**src/rtl/seq_divider.sv**
```systemverilog
`default_nettype none
// ============================================================================
// Module   : seq_divider
// Brief    : Unsigned restoring divider, one quotient bit per clock, MSB first.
//            Optional macro SEQ_DIVIDER_DZ_EN adds a dz flag and a b=0 bypass.
// Revision : 1.0  initial release
// ============================================================================
module seq_divider #(
  parameter int WIDTH = 8
) (
  input  logic             clk,
  input  logic             rst_n,
  input  logic             start,
  input  logic [WIDTH-1:0] a,
  input  logic [WIDTH-1:0] b,
  output logic [WIDTH-1:0] q,
  output logic [WIDTH-1:0] r,
  output logic             busy,
`ifdef SEQ_DIVIDER_DZ_EN
  output logic             dz,
`endif
  output logic             done
);

  localparam int                  c_cnt_w = $clog2(WIDTH);
  localparam logic [c_cnt_w-1:0]  c_last  = c_cnt_w'(WIDTH - 1);
  localparam logic [c_cnt_w-1:0]  c_one   = c_cnt_w'(1);

  typedef enum logic [1:0] {
    S_IDLE = 2'd0,
    S_RUN  = 2'd1,
    S_DONE = 2'd2
  } state_t;

  state_t             r_state;
  logic [c_cnt_w-1:0] r_cnt;
  logic [WIDTH-1:0]   r_dvd;   // dividend bits shift out, quotient bits shift in
  logic [WIDTH-1:0]   r_dvs;
  logic [WIDTH-1:0]   r_rem;

  logic [WIDTH:0]     w_shift;
  logic [WIDTH:0]     w_diff;
  logic               w_ge;
  logic [WIDTH-1:0]   w_rem_nxt;
  logic [WIDTH-1:0]   w_quo_nxt;

  // The stored remainder is always below the divisor, so WIDTH bits suffice;
  // the WIDTH+1-bit partial remainder only exists after the shift.
  assign w_shift   = {r_rem, r_dvd[WIDTH-1]};
  assign w_diff    = w_shift - {1'b0, r_dvs};
  assign w_ge      = ~w_diff[WIDTH];
  assign w_rem_nxt = w_ge ? w_diff[WIDTH-1:0] : w_shift[WIDTH-1:0];
  assign w_quo_nxt = {r_dvd[WIDTH-2:0], w_ge};

  always_ff @(posedge clk or negedge rst_n) begin
    if (!rst_n) begin
      r_state <= S_IDLE;
      r_cnt   <= '0;
      r_dvd   <= '0;
      r_dvs   <= '0;
      r_rem   <= '0;
      q       <= '0;
      r       <= '0;
      busy    <= 1'b0;
      done    <= 1'b0;
`ifdef SEQ_DIVIDER_DZ_EN
      dz      <= 1'b0;
`endif
    end else begin
      case (r_state)
        S_RUN: begin
          r_dvd <= w_quo_nxt;
          r_rem <= w_rem_nxt;
          r_cnt <= r_cnt + c_one;
          if (r_cnt == c_last) begin
            r_state <= S_DONE;
            busy    <= 1'b0;
            done    <= 1'b1;
            q       <= w_quo_nxt;
            r       <= w_rem_nxt;
`ifdef SEQ_DIVIDER_DZ_EN
            dz      <= 1'b0;
`endif
          end
        end
        default: begin
          // IDLE and DONE both accept a new request
          r_state <= S_IDLE;
          done    <= 1'b0;
          busy    <= 1'b0;
          if (start) begin
            r_dvd <= a;
            r_dvs <= b;
            r_rem <= '0;
            r_cnt <= '0;
`ifdef SEQ_DIVIDER_DZ_EN
            if (b == '0) begin
              r_state <= S_DONE;
              done    <= 1'b1;
              q       <= '1;
              r       <= a;
              dz      <= 1'b1;
            end else begin
              r_state <= S_RUN;
              busy    <= 1'b1;
            end
`else
            r_state <= S_RUN;
            busy    <= 1'b1;
`endif
          end
        end
      endcase
    end
  end

endmodule
`default_nettype wire

```
**config.mk**
```make
export PLATFORM = sky130hd
export DESIGN_NAME = seq_divider
export DESIGN_NICKNAME = d
export VERILOG_FILES = /design/src/rtl/seq_divider.sv
export SDC_FILE = /design/constraint.sdc
export NUM_CORES = 1
export LEC_CHECK = 0
export ABC_AREA = 1
export BUFFER_PORTS_ARGS = -buffer_cell sky130_fd_sc_hd__buf_2
export CAP_MARGIN = 40
export CORE_UTILIZATION = 55
export DETAILED_ROUTE_END_ITERATION = 10
export GPL_TIMING_DRIVEN = 0
export PLACE_DENSITY = 0.78
export SYNTH_ARGS = -nofsm -noshare
export SYNTH_HDL_FRONTEND = slang
export SYNTH_SLANG_ARGS = --single-unit
```
**constraint.sdc**
```tcl
create_clock -name clk -period 2.68 [get_ports clk]
set_clock_uncertainty 0.1 [all_clocks]
set_input_delay 0.268 -clock clk [delete_from_list [all_inputs] [get_ports clk]]
set_output_delay 0.268 -clock clk [all_outputs]
set_load 0.03 [all_outputs]
```
After elaboration in Yosys (flattened, before gate mapping)
Index checks and enable logic that the tools add are counted.
- equality and inequality tests: 3
- reductions and logical operators: 3
- add/sub/neg operators: 2
- multiplexer cells: 15
- bitwise logic cells: 2
- operators with widths (cell ; count):
    2-to-1 mux 8 bit ; 5
    subtractor 9 x 8 -> 9 bit ; 1
    2-to-1 mux 1 bit ; 6
    2-to-1 mux 3 bit ; 2
    2-to-1 mux 2 bit ; 2
    AND reduction 2 bit ; 2
    adder 3 x 1 -> 3 bit (second input constant) ; 1
    equality test 3 bit (second input constant) ; 1
    equality test 2 x 1 -> 1 bit (second input constant) ; 1
    inequality test 2 bit (second input constant) ; 1
    NOT 1 bit ; 2
    nonzero test 2 bit ; 1
- logic and storage cells: 34
- output and inout bits: 18
- flip-flop bits (word level): 47
- bits of input ports: 19

Depth between registers and ports, before layout
- word-level depth: 3
- depth in mapped cells: 14
- depth with buffers taken out: 14

Least setup slack after synthesis
OpenSTA, ideal clock, no wires.
- kind: flip-flop to flip-flop
- from: register r_dvd[7]
- to: register r[7]
- period minus slack after synthesis: 1.933 ns
- cell stages (with the launch flop): 15
- buffers on the path: 0
- data required time: 2.463 ns
- path slack: 0.747 ns
- setup time: 0.117 ns
- arrival time: 1.716 ns
- cell sequence: dfrtp_1 inv_1 ha_1 inv_1 fa_1 nand2_1 nand2_2 nand3_2 nand2_2 nand2_4 nand2_8 nand2_2 nand2_2 nand2_1 nand2_1
- longest elaborated chain between the ends: 2
- RTL lines (item ; line ; RTL):
    from (decl) ; 37 ; logic [WIDTH-1:0] r_dvd;
    from (signal assigned) ; 72 ; r_dvd <= w_quo_nxt;
    subtractor 9 x 8 -> 9 bit ; 50 ; assign w_diff = w_shift - {1'b0, r_dvs};
    2-to-1 mux 8 bit ; 52 ; assign w_rem_nxt = w_ge ? w_diff[WIDTH-1:0] : w_shift[WIDTH-1:0];
    to (signal assigned) ; 80 ; r <= w_rem_nxt;
    to (decl) ; 17 ; output logic [WIDTH-1:0] r,
Every way passes these cells.
A chain may end at the register's enable or synchronous reset.

Worst setup path in the final report
- from: register r_dvd[7]
- to: register r[6]
The elaborated chain is that of the path after synthesis.

==> impl_metrics.toml <==
[run_status]
status = "finished clean"

[place]
routabilityCongestion = 0.7978
portBuffers = 36
post-dp-hpwl_um = 3379

[yosys]
synth_simple_gate_area_frac = 0.2797
yosys_warnings = 0
synthTopCellsByArea = "dfrtp_1 (48%), nand2_1 (16%), inv_1 (5.9%)"
yosysTopAreaCellShare = 0.4823
yosys.area.top_type = "dfrtp_1"
synth_fp_nets = 310
synthMuxAreaShare = 0.004823
synth_adder_area_share = 0.06217
syn_area_per_cell_um2 = 8.338
ys_ff_latch = 45
seq_area_frac_synth = 0.4823
syn_inst = 280
synth_top_family_by_area = "simple AND/OR/NAND/NOR gates"
yosysUniqueCellTypes = 30
synth_compound_area_frac = 0.07771
synth-xor-area-share = 0.01125
syn_area_mm2 = 0.002335

[sta]
min_period_ns = 2.123
finalSetupTns_ns = 0
drv_slew = 0
rsz0062_at_grt = "false"
timing.final.crit_share = 0.7921
clock.fmax_ghz = 0.4711
relSlewSlack = 0.6882
hold_viol = 0
worst_pin_slew_ns = 0.4677
setup_viol = 0

[cells_and_area]
area_growth_pct = 16.45
layout-drive-gt1-share = 0.1840
num_antenna_cells = 0
nNetsFinal = 355

[global_route]
grt_pass1_vias = 1707
grt.total_usage = 0.2282
overflow = 0
antenna_found_initial = 0
grt_max_degree = 28
grt_pass1_wl_um = 7583

[floorplan]
fp.dieH_um = 67.16
num_rows = 23
core_mm2 = 0.004029
die_x_um = 67.16
pin_count = 37
floorplan.die_area_mm2 = 0.004510
start_util = 0.5795

[clocking]
path_clk_slew_ns = 0.08
cts_num_sinks = 45
cts_made_buffers = 5
cts_max_level = 2
cts.path.max_buffers = 2
insertion_delay_ns = 0.30
cts-root-buf = "clkbuf_8"
cts_tree = "yes"

[drt]
drt-total-wl_um = 4499
initialDrtViolationCount = 113
vias = 1867
wl_per_cell_um = 11.97
drc_errors = 0
ant_nets = 0
firstDrtPassIters = 4
viasPerCell = 4.965

[critical_path]
cp_top_family = "simple AND/OR/NAND/NOR gates"
cp_cell_sequence = "inv_1 -> ha_1 -> inv_1 -> fa_1 -> nand2_1 -> nand2_2 -> nand3_2 -> nand3_4 -> nand2_8 -> nand2_1 -> nand3_1 -> nand2_1"
path_max_fanout = 10
cpMaxStageDelayCell = "fa_1"
critPathMaxStageDelay_ns = 0.40
crit_path_start_kind = "flop"
end_kind = "flop"
worstPathArrival_ns = 2.21
path_buf_inv = 2
crit_top_cell = "nand2_1"
crit_required_ns = 2.77
critical_path_class = "flop to flop"

[hold_path]
hp-class = "primary input to flop"

[job]
max_cap_viol_count = 0
cell usage after synthesis:
cell / instances
dfrtp_1: 45
clkbuf_8: 1
nand3_4: 1
mux2_2: 1
nand3b_1: 5
buf_4: 1
nand4_1: 1
or2_1: 1
inv_1: 37
ha_1: 10
xnor2_1: 2
nand3_2: 1
nand2_1: 99
nand2_8: 1
o211ai_1: 1
nand2_2: 6
nand3_1: 21
clkbuf_1: 4
o221ai_1: 2
a22o_1: 2
a22oi_1: 4
nor2_1: 8
buf_6: 1
a21oi_2: 1
xor2_1: 1
fa_1: 1
a21oi_1: 2
buf_2: 1
nand2_4: 1
o21ai_0: 18
worst min-delay path, cell delays in order:
cell and delay [ns]:
buf_2 0.07, nand2_1 0.04, o21ai_0 0.06
path summary, 6_finish.rpt:
| check | start | to | slack, ns | cells after the start |
|---|---|---|---|---|
| hold / removal | b[7] | r_dvs[7]$_DFFE_PN0P_ | 0.08 | 3 |
| min in group asynchronous | rst_n | r_rem[1]$_DFFE_PN0P_ | 0.34 | 2 |
| max in group asynchronous | rst_n | r_dvs[2]$_DFFE_PN0P_ | 1.66 | 3 |
| hold reg to reg | r[4]$_DFFE_PN0P_ | r[4]$_DFFE_PN0P_ | 0.39 | 2 |
| setup / recovery | r_dvd[7]$_DFFE_PN0P_ | r[6]$_DFFE_PN0P_ | 0.56 | 12 |
| setup reg to reg | r_dvd[7]$_DFFE_PN0P_ | r[6]$_DFFE_PN0P_ | 0.56 | 12 |
metrics by stage:
step           std cells  instance area [µm²]  hold slack (ns)  utilization  worst slack, ns
2_1_floorplan        280                 2335          -0.1276            -           0.7471
3_3_place_gp         366                 2577           0.3598       0.6398           0.5920
3_5_place_dp         367                 2597           0.1446       0.6447           0.5811
4_1_cts              376                 2719          0.06768       0.6748           0.5485
5_1_grt              376                 2719          0.08333       0.6748           0.3939
6_report             376                 2719          0.07699       0.6748           0.5571
sequential cells by signal (all words and copies together), names as in the netlist:
register  cells
r             8
q             8
r_state       1
r_dvs         8
r_cnt         3
r_rem         8
done          1
r_dvd         8
what timing repair did:
action                                 4_1_cts  5_1_grt
endpoints found under the hold margin       18        0
setup buffers                                0        0
gates resized for setup                      0        0
hold buffers                                 1        0
cells in the final DEF (no fill, tap or decap), types with 2 or more instances in the layout:
cell / n
nand2_1: 99
dfrtp_1: 45
inv_1: 37
buf_2: 37
nand3_1: 21
o21ai_0: 18
ha_1: 10
nor2_1: 8
nand2_2: 6
clkbuf_8: 6
nand3b_1: 5
clkbuf_1: 5
a22oi_1: 4
a21oi_1: 2
xnor2_1: 2
a22o_1: 2
o221ai_1: 2
layer usage:
| layer | GRT usage | wire length (µm) | up-vias |
|---|---|---|---|
| met4 | 0.08245 | 72 | 0 |
| li1 | - | - | 975 |
| met5 | 0 | 0 | - |
| met3 | 0.05236 | 213 | 6 |
| met1 | 0.3209 | 2273 | 847 |
| met2 | 0.3438 | 1939 | 39 |
area by class of cell:
type	count	area, µm²
multi-input combinational	190	1017
inverter	37	138.9
tap	50	62.56
buffer	8	52.55
timing repair buffer	38	210.2
clock inverter	2	38.79
sequential	45	1126
clock buffer	6	72.57
fill	348	1310
cell families after synthesis:
| kind of cell | after synthesis |
|---|---|
| AND/OR/NAND/NOR | 145 |
| AO/OA/AOI/OAI | 30 |
| adder cells (fa/ha/maj) | 11 |
| XOR/XNOR | 3 |
| flip-flops | 45 |
| buffers and inverters | 45 |
| multiplexers | 1 |
Power is not shown: default switching activity piles up to over one toggle a cycle in this logic, so the estimate is an artifact.
